`config.mk`:
```
export PLATFORM = sky130hd
export DESIGN_NAME = mac_psum_accum
export DESIGN_NICKNAME = d
export VERILOG_FILES = /design/src/rtl/mac_psum_accum.sv
export SDC_FILE = /design/constraint.sdc
export NUM_CORES = 1
export LEC_CHECK = 0
export CORE_MARGIN = 2
export CORE_UTILIZATION = 35
export DETAILED_ROUTE_END_ITERATION = 8
export DONT_BUFFER_PORTS = 1
export PLACE_DENSITY_LB_ADDON = 0.2
export SYNTH_ARGS = -nofsm -noshare
export SYNTH_HDL_FRONTEND = slang
export SYNTH_SLANG_ARGS = --single-unit
```
`constraint.sdc`:
```
create_clock -name i_clk -period 2.4 [get_ports i_clk]
set_input_delay 0.36 -clock i_clk [delete_from_list [all_inputs] [get_ports i_clk]]
set_output_delay 0.36 -clock i_clk [all_outputs]
set_load 0.01 [all_outputs]
```
`src/rtl/mac_psum_accum.sv`:
```
// Partial-sum sequencer/accumulator behind the mac stage: runs one N-beat job, then hands the
// final sum to writeback over valid/ready. Optional output requantisation via OUT_REQUANT_EN.
module mac_psum_accum #(
   parameter int unsigned BEAT_W = 8,
   parameter int unsigned PSUM_W = 24
) (
   input  logic              i_clk,
   input  logic              i_rst_n,
   input  logic              i_start,
   input  logic [1:0]        i_mode,
   input  logic [BEAT_W-1:0] i_num_beats,
`ifdef OUT_REQUANT_EN
   input  logic [4:0]        i_shift,
`endif
   input  logic              i_in_valid,
   output logic              o_in_ready,
   output logic [1:0]        o_mode,
   output logic [PSUM_W-1:0] o_psum,
   input  logic [PSUM_W-1:0] i_mac_result,
   output logic              o_out_valid,
   input  logic              i_out_ready,
   output logic [PSUM_W-1:0] o_out_data,
   output logic              o_busy,
   output logic              o_err
);

   localparam logic [1:0] ModeInt8 = 2'd0;

   typedef enum logic [1:0] {StIdle, StAccum, StDone} state_e;

   state_e            state_q;
   logic [PSUM_W-1:0] acc_q;
   logic [BEAT_W-1:0] cnt_q;
   logic [1:0]        mode_q;
   logic              err_q;
   logic              accept_start;

   // A start is only taken from IDLE, or from DONE in the same cycle the result is consumed.
   assign accept_start = i_start &
                         ((state_q == StIdle) | ((state_q == StDone) & i_out_ready));

`ifdef OUT_REQUANT_EN
   logic [4:0]        shift_q;
   logic [PSUM_W-1:0] out_q;

   function automatic logic [PSUM_W-1:0] requant(input logic [PSUM_W-1:0] val,
                                                 input logic [4:0]        sh);
      logic signed [63:0] wide;
      logic signed [63:0] rnd;
      logic        [7:0]  s8;
      wide = {{(64 - PSUM_W){val[PSUM_W-1]}}, val};
      rnd  = wide + ((sh != 5'd0) ? (64'sd1 <<< (sh - 5'd1)) : 64'sd0);
      rnd  = rnd >>> sh;
      if (rnd > 64'sd127) begin
         s8 = 8'h7f;
      end else if (rnd < -64'sd128) begin
         s8 = 8'h80;
      end else begin
         s8 = rnd[7:0];
      end
      return {{(PSUM_W - 8){s8[7]}}, s8};
   endfunction
`endif

   always_ff @(posedge i_clk or negedge i_rst_n) begin
      if (!i_rst_n) begin
         state_q <= StIdle;
         acc_q   <= '0;
         cnt_q   <= '0;
         mode_q  <= ModeInt8;
         err_q   <= 1'b0;
`ifdef OUT_REQUANT_EN
         shift_q <= '0;
         out_q   <= '0;
`endif
      end else begin
         err_q <= i_start & ~accept_start;
         if (accept_start) begin
            mode_q  <= i_mode;
            cnt_q   <= i_num_beats;
            acc_q   <= '0;
            state_q <= (i_num_beats == '0) ? StDone : StAccum;
`ifdef OUT_REQUANT_EN
            shift_q <= i_shift;
            // Rounding term is always below 2^shift, so a zero accumulator requantises to zero.
            out_q   <= '0;
`endif
         end else begin
            unique case (state_q)
               StAccum: begin
                  if (i_in_valid) begin
                     acc_q <= i_mac_result;
                     cnt_q <= cnt_q - BEAT_W'(1);
                     if (cnt_q == BEAT_W'(1)) begin
                        state_q <= StDone;
`ifdef OUT_REQUANT_EN
                        out_q   <= requant(i_mac_result, shift_q);
`endif
                     end
                  end
               end
               StDone: begin
                  if (i_out_ready) begin
                     state_q <= StIdle;
                  end
               end
               default: begin
               end
            endcase
         end
      end
   end

   assign o_in_ready  = (state_q == StAccum);
   assign o_out_valid = (state_q == StDone);
   assign o_busy      = (state_q != StIdle);
   assign o_err       = err_q;
   assign o_mode      = mode_q;
   assign o_psum      = acc_q;
`ifdef OUT_REQUANT_EN
   assign o_out_data  = out_q;
`else
   assign o_out_data  = acc_q;
`endif

endmodule

```
======== Word level (Yosys, flattened, before mapping) ========
Index checks and enable logic that the tools add are counted.
cells by class
  eq/ne operators ......................... 6
  muxes and demuxes ....................... 12
  $add $sub $neg .......................... 1
  bitwise logic cells ..................... 5
  reductions and logical operators ........ 8
operators by type and width
  cell                 number
  $mux 24              3
  $mux 8               3
  $mux 2               5
  $eq 8x1->1 const B   1
  $logic_not 8->1      1
  $sub 8x1->8 const B  1
  $ne 3x1->1 const B   2
  $reduce_bool 2->1    3
  $pmux 2 s2           1
  $reduce_and 4->1     1
  $and 1x1->1          3
  $ne 3x2->1 const B   1
  $reduce_bool 3->1    1
  $eq 2x1->1 const B   1
  $eq 2x2->1 const B   1
  $logic_not 2->1      1
  $reduce_and 2->1     1
  $not 1->1            1
  $or 1x1->1           1
storage, ports and cells
  word-level logic and storage cells ...... 37
  bits of input ports ..................... 39
  output and inout bits ................... 54
  flip-flop bits (word level) ............. 37

======== Depth between registers and ports, before layout ========
  word-level depth ........................ 6
  depth in mapped cells ................... 7
  gate-level depth less buffers ........... 6

======== Worst setup path before layout ========
OpenSTA, ideal clock, no wires.
  path type ............................... register -> register
  from .................................... register state_q[1]
  to ...................................... register acc_q[0] (netlist: o_out_data[0])
  arrival time ............................ 1.450 ns
  data required time ...................... 2.322 ns
  buffers on the path ..................... 2
  cell stages (with the launch flop) ...... 8
  period minus slack after synthesis ...... 1.528 ns
  slack ................................... 0.872 ns
  library setup time ...................... 0.078 ns
  cell sequence ........................... dfrtp_1 > inv_1 > ha_1 > and2_1 > buf_2 > buf_1 > nand2_1 > a21oi_1
between the ends
  elaborated cells on any way between the ends .. 10
  those cells by class .................... eq/ne: 2; mux: 1; bitwise: 3; reduce/logical: 4
RTL lines
  element                      RTL line  text
  start, declared              31        state_e state_q;
  start signal, assigned       67        state_q <= StIdle;
  start signal, assigned       82        state_q <= (i_num_beats == '0) ? StDone : StAccum;
  start signal, assigned       95        state_q <= StDone;
  $eq 2x1->1                   n/a
  via o_in_ready               16        output logic o_in_ready,
  $reduce_bool 2->1 (no line)  n/a
  $reduce_and 2->1 (no line)   n/a
  end signal, assigned         92        acc_q <= i_mac_result;
  end, declared                32        logic [PSUM_W-1:0] acc_q;
The timed path passes the listed nets, and every way through them passes these cells.
A chain may end at the register's enable or synchronous reset.

======== Worst setup path after layout ========
  from .................................... register state_q[1]
  to ...................................... register acc_q[15] (netlist: o_out_data[15])
Same word-level chain as after synthesis.

==> metrics.csv <==
metric,value,unit
finalCritPeriodShare,0.766,
route.detailed.drc,0,
cts.repair.resized,0,
switching_power,1.08,mW
hp-class,input pin to flip-flop,
wl_per_cell,15.3,um
drt-pass1-iter-count,4,
p_int,1.54,mW
crit_slowest_cell,and2_1,
die_h,77.3,um
cts_root_buf,clkbuf_8,
syn-cell-area,0.00188,sq mm
path_buf_inv,2,
ys_types,29,
place_congestion,0.776,
dieArea,0.00597,sq mm
grt.total_usage,0.141,
grt_pass1_vias,1327,
swShare,0.413,
cts_tree,built,
synth_top_area_cell,dfrtp_1,
setup_viol,0,
syn-num-nets,257,
netlist_top_cells_count,"nand2_1, dfrtp_1, a21oi_1",
cp.required,2600,ps
finalSetupTns,0,ps
synthFlopType,dfrtp_1,
wl,4030,um
synthTopCellsByArea,"dfrtp_1, nand2_1, buf_4",
hpwl,2920,um
combPwrFrac,0.275,
period_minus_slack,1840,ps
synth-seq-cells,37,
htreeDepth,2,
crit_type,flip-flop to flip-flop,
syn-instance-count,213,
crit_path_max_incr_delay,450,ps
p_leak,0.838,nW
finalHoldViolCount,0,
diodes,0,
grt_overflow,0,
area_growth,2.47,%
status,"finished, final reports clean",
cpLargestDelayFamily,simple AND/OR/NAND/NOR gates,
p_seq_frac,0.514,
clk_pin_slew_worst_paths,70,ps
path_cells,"inv_1, ha_1, and2_1, buf_4, nand2_1, a21oi_1",
drv_slew,0,
max_freq,0.544,GHz
layout-drive-gt1-share,0.0825,
setup_slack,562,ps
arrival,2040,ps
skew,4.36,ps
cts_buffer_depth,2,
ant_nets,0,
rsz0062_at_grt,no,
io_pins,93,
avgSynthCellArea,8.82,sq um
synth_top_area_frac,0.493,
core_area,0.00514,sq mm
timing.hold.ws,181,ps
die_x,77.3,um
rows,26,
cts.sinks,37,
yosys_warnings,0,
critPathLaunchType,flip-flop,
port_buffers,0,
synth_seq_area_share,0.493,
clk-insertion-delay-late,280,ps
yosysMostFrequentCell,nand2_1,
ir_worst_vdd,0.000425,V
postCtsSetupRepairBufs,0,
p_total,2.62,mW
grt_max_degree,38,
slew_headroom,0.708,
multi_input_area,708,sq um
p_clk_frac,0.211,
ys_async_sr_fraction,1.00,
worst_pin_slew,437,ps
final-seq-area,926,sq um
drt_iter0_drc,72,
cap_violations,0,
layout.nets,237,
end_kind,flip-flop,
via_per_inst,5.02,
synth_edf_count,0,
p_per_area,1360,mW/mm^2
cp_max_fo,17,
antenna_found_initial,0,
place_ws,563,ps
fill_cells,552,
grt_pass1_wl,6610,um
cts_buffers,5,
vias,1325,
start_util,0.365,
-- cell families (layout without fill, tap and decap cells) --
family,count (synthesis),after routing,share of synthesized area
DFF,37,37,0.493
buffers and inverters,40,21,0.130
xor gates and xnor gates,6,6,0.0280
and+or+nand+nor,84,84,0.191
adders and majority gates,5,5,0.0333
AOI/OAI and AO/OA,41,41,0.125
-- state kept, by name, indices dropped and copies added, names as in the netlist --
name        count
o_mode          2
o_out_data     24
state_q         2
o_err           1
cnt_q           8
-- power groups by stage --
stage	logic [mW]	registers (mW)	clock network, mW
floorplan	0.909	1.20	0
global placement	0.681	1.35	0
global route	0.840	1.39	0.613
detailed placement	0.710	1.36	0
CTS	0.733	1.35	0.578
finish	0.721	1.34	0.553
-- through the flow --
stage                util  instance area (sq um)  std cells
finish              0.374                   1920        264
global route        0.374                   1920        264
CTS                 0.374                   1920        264
detailed placement  0.346                   1780        254
global placement    0.346                   1780        254
floorplan               -                   1880        213
-- repair_timing --
action	4_1_cts	5_1_grt
setup endpoints to repair	0	0
hold endpoints to repair	37	0
hold buffers	2	0
-- layout make-up --
cell class                 count  area share
tap                           70      0.0455
timing repair buffer           6      0.0312
clock inverter                 1      0.0156
inverter                       7      0.0137
sequential                    37       0.481
clock buffer                   7      0.0449
multi-input combinational    136       0.368
-- layer usage --
| layer | GRT usage | vias up | share of wire | wire length [um] |
|---|---|---|---|---|
| li1 | - | 628 | - | - |
| met1 | 0.161 | 631 | 0.41 | 1660 |
| met2 | 0.235 | 58 | 0.48 | 1940 |
| met3 | 0.0588 | 8 | 0.092 | 369 |
| met4 | 0.0500 | 0 | 0.014 | 57 |
| met5 | 0 | - | 0 | 0 |
-- final timing paths --
| path | startpoint | endpoint | slack [ps] | cells past startpoint |
|---|---|---|---|---|
| max | state_q[1]$_DFFE_PN0P_ | o_out_data[15]$_DFFE_PN0P_ | 560 | 6 |
| min | i_mode[1] | o_mode[1]$_DFFE_PN0P_ | 180 | 2 |
| max reg2reg | state_q[1]$_DFFE_PN0P_ | o_out_data[15]$_DFFE_PN0P_ | 560 | 6 |
| min reg2reg | state_q[1]$_DFFE_PN0P_ | state_q[1]$_DFFE_PN0P_ | 550 | 1 |
| max in group asynchronous | i_rst_n | o_out_data[14]$_DFFE_PN0P_ | 1680 | 2 |
| min in group asynchronous | i_rst_n | o_out_data[23]$_DFFE_PN0P_ | 540 | 2 |
-- layout by cell type, fill, tap and decap left out --
| master | Yosys | routed |
|---|---|---|
| dlygate4sd3_1 | 0 | 1 |
| or4_1 | 1 | 1 |
| o21ai_0 | 7 | 7 |
| a211oi_1 | 1 | 1 |
| nand2_1 | 65 | 65 |
| o22a_1 | 1 | 1 |
| o22ai_1 | 1 | 1 |
| nor4_2 | 1 | 1 |
| dfrtp_1 | 37 | 37 |
| o221ai_1 | 1 | 1 |
| clkbuf_8 | 0 | 6 |
| a31oi_1 | 2 | 2 |
| bufinv_16 | 0 | 1 |
| nand4b_1 | 1 | 1 |
| a21o_2 | 1 | 1 |
| buf_12 | 0 | 1 |
| xnor2_1 | 6 | 6 |
| and3_1 | 2 | 2 |
| inv_1 | 7 | 7 |
| clkbuf_1 | 5 | 1 |
| buf_4 | 24 | 4 |
| o211ai_2 | 1 | 1 |
| and2_1 | 2 | 2 |
| a21oi_1 | 25 | 25 |
| or3_1 | 1 | 1 |
| or4_4 | 1 | 1 |
| nor3_1 | 1 | 1 |
| nor4_1 | 2 | 2 |
| nor2_1 | 7 | 7 |
| o31a_1 | 1 | 1 |
| ha_1 | 5 | 5 |
Note: power is estimated with default switching activity, not from simulation.
